==> config.mk <==
export PLATFORM = sky130hd
export DESIGN_NAME = tmds_channel_encoder
export DESIGN_NICKNAME = d
export VERILOG_FILES = /design/src/rtl/tmds_channel_encoder.sv
export SDC_FILE = /design/constraint.sdc
export NUM_CORES = 1
export LEC_CHECK = 0
export BUFFER_PORTS_ARGS = -buffer_cell sky130_fd_sc_hd__buf_4
export CAP_MARGIN = 25
export CORE_MARGIN = 8
export CORE_UTILIZATION = 45
export CTS_CLUSTER_SIZE = 20
export DETAILED_ROUTE_END_ITERATION = 8
export PLACE_DENSITY = 0.66
export SLEW_MARGIN = 20
export SYNTH_ARGS = -nofsm -noshare
export SYNTH_HDL_FRONTEND = slang
export SYNTH_SLANG_ARGS = --single-unit
==> constraint.sdc <==
create_clock -name clk_pix -period 10.8 [get_ports clk_pix]
set_input_delay 0 -clock clk_pix [delete_from_list [all_inputs] [get_ports clk_pix]]
set_output_delay 0 -clock clk_pix [all_outputs]
set_load 0.1 [all_outputs]
==> src/rtl/tmds_channel_encoder.sv <==
// One TMDS channel: DVI 8b/10b video with running disparity, control codes,
// and (with TMDS_HDMI_EN defined) HDMI guard bands and TERC4 data islands.
module tmds_channel_encoder #(
    parameter int unsigned CN = 0
) (
    input  logic       clk_pix,
    input  logic       rst_n,
    input  logic [2:0] mode,
    input  logic [7:0] video_data,
    input  logic [1:0] control_data,
    input  logic [3:0] data_island_data,
    output logic [9:0] tmds
);

    localparam logic [2:0] MODE_CTRL   = 3'd0;
    localparam logic [2:0] MODE_VIDEO  = 3'd1;
`ifdef TMDS_HDMI_EN
    localparam logic [2:0] MODE_VGB    = 3'd2;
    localparam logic [2:0] MODE_ISLAND = 3'd3;
    localparam logic [2:0] MODE_IGB    = 3'd4;
    localparam logic [9:0] GB_VIDEO    = (CN == 1) ? 10'b0100110011 : 10'b1011001100;
    localparam logic [9:0] GB_ISLAND   = 10'b0100110011;
`endif

    localparam logic [9:0] CTRL_00 = 10'b1101010100;
    localparam logic [9:0] CTRL_01 = 10'b0010101011;
    localparam logic [9:0] CTRL_10 = 10'b0101010100;
    localparam logic [9:0] CTRL_11 = 10'b1010101011;

    // ---------------- stage 1: transition minimisation ----------------
    logic [3:0] n1_in;
    logic       use_xnor;
    logic [8:0] q_m_d;
    logic [2:0] mode_d;

    always_comb begin
        n1_in = 4'd0;
        for (int i = 0; i < 8; i++) n1_in = n1_in + {3'b000, video_data[i]};
        use_xnor = (n1_in > 4'd4) || ((n1_in == 4'd4) && !video_data[0]);
        q_m_d    = 9'd0;
        q_m_d[0] = video_data[0];
        for (int i = 1; i < 8; i++)
            q_m_d[i] = use_xnor ? ~(q_m_d[i-1] ^ video_data[i]) : (q_m_d[i-1] ^ video_data[i]);
        q_m_d[8] = ~use_xnor;
    end

    // Illegal modes, and HDMI modes in a DVI-only build, collapse to control.
    always_comb begin
        mode_d = MODE_CTRL;
        case (mode)
            MODE_VIDEO: mode_d = MODE_VIDEO;
`ifdef TMDS_HDMI_EN
            MODE_VGB, MODE_ISLAND, MODE_IGB: mode_d = mode;
`endif
            default: mode_d = MODE_CTRL;
        endcase
    end

    logic [8:0] s1_q_m;
    logic [2:0] s1_mode;
    logic [1:0] s1_ctrl;

    always_ff @(posedge clk_pix or negedge rst_n) begin
        if (!rst_n) begin
            s1_q_m  <= 9'd0;
            s1_mode <= MODE_CTRL;
            s1_ctrl <= 2'd0;
        end else begin
            s1_q_m  <= q_m_d;
            s1_mode <= mode_d;
            s1_ctrl <= control_data;
        end
    end

`ifdef TMDS_HDMI_EN
    logic [3:0] s1_island;

    always_ff @(posedge clk_pix or negedge rst_n) begin
        if (!rst_n) s1_island <= 4'd0;
        else        s1_island <= data_island_data;
    end

    function automatic logic [9:0] terc4(input logic [3:0] d);
        case (d)
            4'h0: terc4 = 10'b1010011100;
            4'h1: terc4 = 10'b1001100011;
            4'h2: terc4 = 10'b1011100100;
            4'h3: terc4 = 10'b1011100010;
            4'h4: terc4 = 10'b0101110001;
            4'h5: terc4 = 10'b0100011110;
            4'h6: terc4 = 10'b0110001110;
            4'h7: terc4 = 10'b0100111100;
            4'h8: terc4 = 10'b1011001100;
            4'h9: terc4 = 10'b0100111001;
            4'hA: terc4 = 10'b0110011100;
            4'hB: terc4 = 10'b1011000110;
            4'hC: terc4 = 10'b1010001110;
            4'hD: terc4 = 10'b1001110001;
            4'hE: terc4 = 10'b0101100011;
            default: terc4 = 10'b1011000011;
        endcase
    endfunction
`else
    // Island nibble and channel number only select HDMI symbols.
    logic unused_dvi;
    assign unused_dvi = ^{data_island_data, 1'(CN)};
`endif

    // ---------------- stage 2: disparity control and symbol select ----------------
    // cnt is a 5-bit two's-complement value; wrapping arithmetic is exact
    // because the algorithm keeps it within -10..+10.
    logic [4:0] cnt, cnt_d;
    logic [3:0] n1;
    logic [4:0] diff;
    logic [7:0] q;
    logic       q8;
    logic [9:0] tmds_d;

    always_comb begin
        q  = s1_q_m[7:0];
        q8 = s1_q_m[8];
        n1 = 4'd0;
        for (int i = 0; i < 8; i++) n1 = n1 + {3'b000, q[i]};
        diff   = {n1, 1'b0} - 5'd8;
        tmds_d = CTRL_00;
        cnt_d  = 5'd0;
        case (s1_mode)
            MODE_VIDEO: begin
                if ((cnt == 5'd0) || (n1 == 4'd4)) begin
                    tmds_d = {~q8, q8, q8 ? q : ~q};
                    cnt_d  = q8 ? (cnt + diff) : (cnt - diff);
                end else if ((!cnt[4] && (n1 > 4'd4)) || (cnt[4] && (n1 < 4'd4))) begin
                    tmds_d = {1'b1, q8, ~q};
                    cnt_d  = cnt - diff + {3'b000, q8, 1'b0};
                end else begin
                    tmds_d = {1'b0, q8, q};
                    cnt_d  = cnt + diff - {3'b000, ~q8, 1'b0};
                end
            end
`ifdef TMDS_HDMI_EN
            MODE_VGB:    tmds_d = GB_VIDEO;
            MODE_ISLAND: tmds_d = terc4(s1_island);
            MODE_IGB:    tmds_d = (CN == 0) ? terc4(s1_island) : GB_ISLAND;
`endif
            default: begin
                case (s1_ctrl)
                    2'b00:   tmds_d = CTRL_00;
                    2'b01:   tmds_d = CTRL_01;
                    2'b10:   tmds_d = CTRL_10;
                    default: tmds_d = CTRL_11;
                endcase
            end
        endcase
    end

    always_ff @(posedge clk_pix or negedge rst_n) begin
        if (!rst_n) begin
            tmds <= CTRL_00;
            cnt  <= 5'd0;
        end else begin
            tmds <= tmds_d;
            cnt  <= cnt_d;
        end
    end

endmodule

==> flow_metrics.tcl <==
set metrics [dict create \
    cts_setup_buffers 0 \
    rsz0062_at_grt "no" \
    clock_sinks 26 \
    die_x_um 81.9 \
    syn_area_um2 1950 \
    antenna_found_initial 0 \
    status "finished, final reports clean" \
    synth.net_count 230 \
    synth_seq_area_share_pct 33.6 \
    grt_max_degree 27 \
    max_freq_mhz 210 \
    slew_viol_final 0 \
    synth.area.top_cells "dfrtp_1, ha_1, fa_1" \
    synthCells 177 \
    numCtsBuffers 3 \
    arrival_ns 4.88 \
    cts_buffer_depth 2 \
    yosysTopAreaCellShare_pct 26.9 \
    cts_tree "done" \
    wirelength_um 3810 \
    fin_skew_ns 0.00222 \
    ant_nets 0 \
    slew_headroom_pct 61.3 \
    setup_slack_ns 6.05 \
    start_kind "flip-flop" \
    nets 265 \
    area_growth_pct 20.2 \
    drc 0 \
    ys_ff_latch 26 \
    place.gp.congestion 0.799 \
    ys_warn_count 0 \
    overflow 0 \
    coreArea_um2 4260 \
    hp-class "input port to flip-flop" \
    post-dp-hpwl_um 3110 \
    die_y_um 81.9 \
    worst_pin_slew_ns 0.577 \
    initialDrtViolationCount 46 \
    grt_pass1_vias 1517 \
    hold_viol_final 0 \
    io-pin-count 29 \
    fin_setup_tns_ns 0 \
    fin_crit_sh_pct 44.0 \
    cts.clk_slew.worst_paths_ns 0.09 \
    fp.dieArea_um2 6700 \
    dr_total_vias 1310 \
    antenna_cells 0 \
    ctsRootBufferMaster "clkbuf_8" \
    fillers 371 \
    cp.required_ns 10.93 \
    h-tree-depth 1 \
    placedCellCount 250 \
    setup_viol 0 \
    crit_type "flip-flop to flip-flop" \
    dr.pass1.iters 4 \
    wl_per_cell_um 14.5 \
    utilization_pct 55.0 \
    crit_path_end_kind "flip-flop" \
    preCtsSetupSlack_ns 6.06 \
    drive_gt1_share_pct 20.4 \
    ys_types 39 \
    yosys.area.top_type "dfrtp_1" \
    vias_per_cell 4.98 \
    finalNonFillerCells 263 \
    grt_usage_pct 12.2 \
    portBuffers 24 \
    syn_area_per_cell_um2 11.0 \
    cp_max_fo 11 \
    start_util_pct 45.8 \
    row_count 24 \
    max-cap-violations 0 \
    post-route-min-period_ns 4.75 \
    clkLatencyLatePin_ns 0.27 \
    grt_pass1_wl_um 6380 \
    reg2reg_slack_ns 6.05 \
]
cells in the mapped netlist, drive strengths merged:
cell type,number
nand2,9
dfstp,5
mux2,1
nor3,2
nor2,3
nand3,2
and3,1
o211a,1
xor3,1
a211o,1
dfrtp,21
inv,29
o21a,1
fa,10
ha,24
o21bai,2
nand2b,1
a21o,1
a2111oi,1
clkbuf,2
or2,2
a22oi,1
a21oi,14
xnor2,16
nor4,1
mux2i,3
xnor3,1
xor2,10
o211ai,1
buf,1
o21ai,4
nor3b,5
logic make-up after synthesis:
logic type / Yosys count / synth area share, %
DFF: 26 / 33.6
AOI/OAI and AO/OA: 27 / 8.71
adders and majority gates: 34 / 25.6
and+or+nand+nor: 26 / 6.86
buffers and inverters: 32 / 6.21
xor gates and xnor gates: 28 / 16.2
muxes: 4 / 2.75
cell type report:
class	count	area, um2	share of cell area [%]
clock inverters	1	30.0	1.28
flip-flops and latches	26	657	28.0
multi-input cells	119	1170	50.1
inverters	29	109	4.64
clock buffers	3	41.3	1.76
repair buffers	33	270	11.5
well taps	52	65.1	2.77
metal layers:
layer / vias up / routed length (um) / track usage (%)
li1: 634 / - / -
met1: 640 / 1490 / 12.9
met2: 29 / 2140 / 23.4
met3: 7 / 108 / 1.09
met4: 0 / 74 / 6.14
met5: - / 0 / 0
critical path, cell delays in order (launching register included):
cell and delay [ns]:
dfrtp_1 0.42, fa_1 0.54, inv_1 0.05, fa_1 0.45, fa_1 0.50, inv_1 0.04
ha_1 0.20, fa_1 0.38, xor2_1 0.24, ha_1 0.18, nor3b_1 0.37, or2_1 0.44
mux2i_4 0.51, xor2_1 0.19, a21oi_1 0.09
flip-flops by register name, indices dropped and copies added, names as in the netlist:
register	flops
s1_q_m	9
s1_ctrl	2
s1_mode	1
tmds	10
cnt	4
path summary, 6_finish.rpt:
path / to / cells past startpoint / from
worst max-delay path: tmds[1]$_DFF_PN0_ / 14 / s1_q_m[0]$_DFF_PN0_
worst min-delay path: s1_q_m[7]$_DFF_PN0_ / 3 / video_data[7]
max in group asynchronous: tmds[9]$_DFF_PN1_ / 2 / rst_n
min in group asynchronous: tmds[7]$_DFF_PN0_ / 2 / rst_n
worst min register to register: tmds[6]$_DFF_PN1_ / 3 / s1_q_m[6]$_DFF_PN0_
worst max register to register: tmds[1]$_DFF_PN0_ / 14 / s1_q_m[0]$_DFF_PN0_
through the flow:
step           hold WS (ns)  cell area, um2
6_report             0.0332            2350
2_1_floorplan        -0.296            1950
4_1_cts              0.0299            2350
3_5_place_dp        -0.0792            2190
5_1_grt              0.0366            2350
3_3_place_gp        -0.0850            2190
repair_timing:
action / CTS / global route
hold endpoints to repair: 33 / 0
gates resized for setup: 0 / 0
hold buffers: 9 / 0
layout by cell type (no fill, tap or decap), types with 2 or more instances in the layout:
master and count:
xor2_1 9, dfrtp_1 21, dfstp_2 5, dlygate4sd3_1 9
nand3_1 2, o21bai_1 2, ha_1 24, o21ai_0 3
inv_1 29, xnor2_2 2, nor2_1 3, nor3b_1 5
a21oi_1 13, xnor2_1 13, nor3_1 2, buf_4 24
fa_1 10, clkbuf_8 3, mux2i_1 2, nand2_1 9
Power is not shown: default switching activity piles up to over one toggle a cycle in this logic, so the estimate is an artifact.
